### src/rtl/prbs_sym_gen.sv
// prbs_sym_gen: Fibonacci LFSR pseudo-random bit source packed into
// SYM_BITS-wide symbols delivered over a valid/ready handshake, with an
// accepted-symbol counter and a one-cycle sequence-period marker.
// Optional feature macro: PRBS_ERR_INJECT_EN adds the err_inj input, which
// flips the bit written into the accumulator without disturbing the LFSR.
module prbs_sym_gen #(
    parameter int               WIDTH     = 4,
    parameter logic [WIDTH-1:0] TAPS      = WIDTH'(4'b1100),
    parameter logic [WIDTH-1:0] SEED      = WIDTH'(1),
    parameter int               SYM_BITS  = 4,
    parameter int               CNT_WIDTH = 8
) (
    input  logic                 clk,
    input  logic                 reset,
    input  logic                 en,
    input  logic                 load,
    input  logic [WIDTH-1:0]     seed_in,
    input  logic                 sym_ready,
`ifdef PRBS_ERR_INJECT_EN
    input  logic                 err_inj,
`endif
    output logic                 sym_valid,
    output logic [SYM_BITS-1:0]  sym,
    output logic [CNT_WIDTH-1:0] cnt,
    output logic                 period_done
);

    localparam int              BC_W    = $clog2(SYM_BITS);
    localparam logic [BC_W-1:0] BC_LAST = BC_W'(SYM_BITS - 1);

    logic [WIDTH-1:0]     lfsr_q, lfsr_d;
    logic [WIDTH-1:0]     seed_q, seed_d;
    logic [SYM_BITS-2:0]  acc_q, acc_d;
    logic [BC_W-1:0]      bit_cnt_q, bit_cnt_d;
    logic [SYM_BITS-1:0]  sym_q, sym_d;
    logic                 sym_valid_q, sym_valid_d;
    logic [CNT_WIDTH-1:0] cnt_q, cnt_d;
    logic                 period_done_q, period_done_d;

    logic                 stall;
    logic                 step;
    logic                 accept;
    logic                 out_bit;
    logic                 acc_bit;
    logic                 fb;
    logic [WIDTH-1:0]     lfsr_next;
    logic [SYM_BITS-1:0]  acc_shift;
    logic                 sym_done;
    logic [WIDTH-1:0]     load_seed;

    // Handshake qualifiers and the LFSR/accumulator datapath for one step.
    always_comb begin
        stall     = sym_valid_q & ~sym_ready;
        step      = en & ~stall & ~load;
        accept    = sym_valid_q & sym_ready;
        out_bit   = lfsr_q[WIDTH-1];
        fb        = ^(lfsr_q & TAPS);
        lfsr_next = {lfsr_q[WIDTH-2:0], fb};
`ifdef PRBS_ERR_INJECT_EN
        acc_bit   = out_bit ^ err_inj;
`else
        acc_bit   = out_bit;
`endif
        acc_shift = {acc_q, acc_bit};
        sym_done  = step & (bit_cnt_q == BC_LAST);
        load_seed = (seed_in == '0) ? SEED : seed_in;
    end

    // Next-state: load overrides everything, otherwise step and handshake.
    always_comb begin
        lfsr_d        = lfsr_q;
        seed_d        = seed_q;
        acc_d         = acc_q;
        bit_cnt_d     = bit_cnt_q;
        sym_d         = sym_q;
        sym_valid_d   = sym_valid_q;
        cnt_d         = cnt_q;
        period_done_d = 1'b0;

        if (load) begin
            lfsr_d      = load_seed;
            seed_d      = load_seed;
            acc_d       = '0;
            bit_cnt_d   = '0;
            sym_valid_d = 1'b0;
            cnt_d       = '0;
        end else begin
            if (accept) begin
                cnt_d       = cnt_q + CNT_WIDTH'(1);
                sym_valid_d = 1'b0;
            end
            if (step) begin
                lfsr_d        = lfsr_next;
                period_done_d = (lfsr_next == seed_q);
                if (sym_done) begin
                    sym_d       = acc_shift;
                    sym_valid_d = 1'b1;
                    acc_d       = '0;
                    bit_cnt_d   = '0;
                end else begin
                    acc_d     = acc_shift[SYM_BITS-2:0];
                    bit_cnt_d = bit_cnt_q + BC_W'(1);
                end
            end
        end
    end

    // State registers with asynchronous active-low reset.
    always_ff @(posedge clk or negedge reset) begin
        if (!reset) begin
            lfsr_q        <= SEED;
            seed_q        <= SEED;
            acc_q         <= '0;
            bit_cnt_q     <= '0;
            sym_q         <= '0;
            sym_valid_q   <= 1'b0;
            cnt_q         <= '0;
            period_done_q <= 1'b0;
        end else begin
            lfsr_q        <= lfsr_d;
            seed_q        <= seed_d;
            acc_q         <= acc_d;
            bit_cnt_q     <= bit_cnt_d;
            sym_q         <= sym_d;
            sym_valid_q   <= sym_valid_d;
            cnt_q         <= cnt_d;
            period_done_q <= period_done_d;
        end
    end

    assign sym_valid   = sym_valid_q;
    assign sym         = sym_q;
    assign cnt         = cnt_q;
    assign period_done = period_done_q;

endmodule
### config.mk
export PLATFORM = sky130hd
export DESIGN_NAME = prbs_sym_gen
export DESIGN_NICKNAME = d
export VERILOG_FILES = /design/src/rtl/prbs_sym_gen.sv
export SDC_FILE = /design/constraint.sdc
export NUM_CORES = 1
export LEC_CHECK = 0
export CELL_PAD_IN_SITES_DETAIL_PLACEMENT = 0
export CELL_PAD_IN_SITES_GLOBAL_PLACEMENT = 1
export CORE_UTILIZATION = 42
export CTS_CLUSTER_SIZE = 12
export DETAILED_ROUTE_END_ITERATION = 10
export GPL_TIMING_DRIVEN = 0
export PLACE_DENSITY_LB_ADDON = 0.15
export SYNTH_ARGS = -nofsm -noshare
export SYNTH_HDL_FRONTEND = slang
export SYNTH_SLANG_ARGS = --single-unit
export TNS_END_PERCENT = 100
### constraint.sdc
create_clock -name clk -period 2.7 [get_ports clk]
set_clock_uncertainty 0.2 [all_clocks]
set_input_delay 0.81 -clock clk [delete_from_list [all_inputs] [get_ports clk]]
set_output_delay 0.81 -clock clk [all_outputs]
set_load 0.03 [all_outputs]
==> impl_metrics.py <==
metrics = {
    "worst_setup_path": {
        "crit_buf_inv": 1,
        "cp_max_fo": 8,
        "crit_path_end_kind": "output port",
        "path_class": "reg2out",
        "crit_path_start_kind": "register",
        "crit_arrival_ps": 1530,
        "crit_chain": "clkdlybuf4s50_1",
        "rrSetupSlack_ps": 990,
        "cp.required_ps": 1690,
        "cpLargestDelayFamily": "buffers and inverters",
        "crit_slowest_cell": "clkdlybuf4s50_1",
        "cp_slowest_stage_delay_ps": 710,
    },
    "final_layout": {
        "n_fill_cell": 273,
        "antenna_cells": 0,
        "layout_common_cells": "dfrtp_1 (25), clkdlybuf4s50_1 (21), o21ai_0 (13)",
        "area_growth_pct": 22.3,
        "fin_util_pct": 54.8,
        "final_common_cell": "dfrtp_1",
        "nets": 156,
        "layout-drive-gt1-share_pct": 11.8,
    },
    "global_routing": {
        "grt_pass1_wl_um": 4680,
        "grt_max_degree": 28,
        "antenna_found_initial": 0,
        "grt_pass1_vias": 997,
        "grt-ovfl-total": 0,
        "grt_use_total_pct": 18.7,
    },
    "pwr": {
        "p_sw_share_pct": 25.9,
        "power.density_mw_per_mm2": 468,
        "power_switching_mw": 0.187,
        "internal_power_mw": 0.533,
        "power_mw": 0.720,
        "p_leak_nw": 0.624,
        "pwr-share-clk_pct": 24.3,
        "seq_power_share_pct": 61.7,
        "ir_worst_vdd_uv": 273,
        "pwr-share-comb_pct": 14.0,
    },
    "yosys": {
        "synthDistinctLibCells": 30,
        "synth.largest_area_cell": "dfrtp_1",
        "synth-seq-cells": 27,
        "synth_seq_area_share_pct": 54.0,
        "yosysWarnings": 0,
        "synthTopCellsByArea": "dfrtp_1 (50%), mux2_2 (6.3%), o21ai_0 (5.2%), a21oi_1 (4.4%), dfstp_2 (4.2%)",
        "avgSynthCellArea_um2": 10.6,
        "synth_nets": 129,
        "synthesis.area_mm2": 0.00126,
        "synth_top_cell_area_share_pct": 49.8,
        "netlist_instances": 118,
    },
    "place": {
        "io_buffers": 22,
        "place_congestion": 0.724,
        "place.detailed.hpwl_um": 1860,
        "place_ws_ps": 38.1,
    },
    "run": {
        "drv_cap": 0,
    },
    "clock_network": {
        "cts_setup_buffers": 0,
        "clk_pin_slew_ps": 150,
        "insertion_delay_ps": 320,
        "root_buffer": "clkbuf_4",
        "clkSinkCount": 27,
        "htreeDepth": 1,
        "numCtsBuffers": 3,
        "cts.path.max_buffers": 2,
        "cts-resized-gates": 0,
        "ctsHoldBuffers": 0,
        "cts_tree": "yes",
    },
    "die": {
        "num_rows": 19,
        "die_y_um": 56.7,
        "dieArea_mm2": 0.00321,
        "coreArea_mm2": 0.00281,
        "fp.dieW_um": 56.7,
        "io_pins": 23,
        "start_util_pct": 44.8,
    },
    "route": {
        "antenna_left": 0,
        "routed_wl_um": 2650,
        "drc": 5,
        "dr.pass1.iters": 7,
        "drt-wirelength-per-cell_um": 15.1,
        "drt_iter0_drc": 39,
        "avgViaCountPerCell": 5.73,
        "vias": 1002,
    },
    "timing": {
        "fmax_mhz": 394,
        "tns_ps": 0,
        "hold_viol": 0,
        "finalSetupViolations": 0,
        "relSlewSlack_pct": 60.2,
        "worst_slack_ps": 160,
        "tightest_slew_ps": 597,
        "rsz0062_at_grt": "false",
        "hold_ws_ps": 270,
        "slew_viol_final": 0,
        "finalCritPeriodShare_pct": 94.1,
        "min_period_ps": 2540,
    },
    "hold_path": {
        "min_path_type": "in2async",
    },
    "outcome": {
        "status": "finished with violations",
        "violations": "design-rule violations",
    },
}
==> power groups by stage <==
stage,clock [mW],sequential [mW],combinational [mW]
after global routing,0.198,0.447,0.112
after global placement,0,0.450,0.101
after detailed placement,0,0.452,0.102
after CTS,0.188,0.444,0.103
after floorplan,0,0.457,0.0507
final,0.175,0.444,0.101
==> worst paths after layout <==
check / startpoint / endpoint / cells past startpoint
setup / recovery: sym_valid$_DFF_PN0_ / sym_valid / 1
min in group clk: seed_q[0]$_DFFE_PN1P_ / seed_q[0]$_DFFE_PN1P_ / 2
setup reg to reg: sym_valid$_DFF_PN0_ / sym[3]$_DFFE_PN0P_ / 3
hold / removal: reset / seed_q[3]$_DFFE_PN0P_ / 1
hold reg to reg: seed_q[0]$_DFFE_PN1P_ / seed_q[0]$_DFFE_PN1P_ / 2
max in group asynchronous: reset / cnt[1]$_DFFE_PN0P_ / 1
==> Yosys cell counts <==
master,n
a21oi_1,11
a31oi_1,3
and3_1,1
buf_1,1
buf_4,1
clkbuf_1,2
dfrtp_1,25
dfstp_2,2
ha_1,2
inv_1,4
mux2_2,7
nand2_1,4
nand3_1,7
nand3_2,1
nand4_1,4
nand4b_1,3
nor2_1,5
nor2b_1,1
nor3_1,1
nor4_1,1
o211ai_1,1
o21ai_0,13
o31ai_1,4
or2_2,1
or2b_1,1
or3_1,2
or3_2,1
or4_1,2
xnor2_1,4
xor2_1,3
==> cell type report <==
| class | instances | area [um2] | share of cell area, % |
|---|---|---|---|
| Sequential cell | 27 | 678 | 44.1 |
| Clock buffer | 4 | 26.3 | 1.71 |
| Multi-Input combinational cell | 83 | 544 | 35.4 |
| Timing Repair Buffer | 22 | 215 | 14.0 |
| Buffer | 4 | 18.8 | 1.22 |
| Inverter | 4 | 15.0 | 0.977 |
| Tap cell | 31 | 38.8 | 2.52 |
==> layer usage <==
| layer | up-vias | wire [um] | GRT usage (%) |
|---|---|---|---|
| met5 | - | 0 | 0 |
| met4 | 0 | 16 | 8.57 |
| met3 | 2 | 95 | 2.07 |
| met2 | 21 | 1280 | 30.4 |
| met1 | 493 | 1250 | 25.0 |
| li1 | 486 | - | - |
==> logic make-up after synthesis <==
logic type	Yosys count	share of synthesized area [%]
flops	27	54.0
compound gates	32	14.0
buf+inv	8	2.69
xor+xnor	7	4.88
simple gates	35	16.1
fa+ha+maj	2	1.99
mux	7	6.28
==> sequential cells by signal (all words and copies together), names as in the netlist <==
| signal | cells |
|---|---|
| acc_q | 3 |
| seed_q | 4 |
| sym_valid | 1 |
| cnt | 8 |
| sym | 4 |
| lfsr_q | 4 |
| bit_cnt_q | 2 |
| period_done | 1 |
==> stage by stage <==
| stage | instance area (um2) | std cells |
|---|---|---|
| 2_1_floorplan | 1260 | 118 |
| 3_3_place_gp | 1520 | 171 |
| 3_5_place_dp | 1520 | 171 |
| 4_1_cts | 1540 | 175 |
| 5_1_grt | 1540 | 175 |
| 6_report | 1540 | 175 |
No activity file was read; power rests on OpenSTA's default activity.
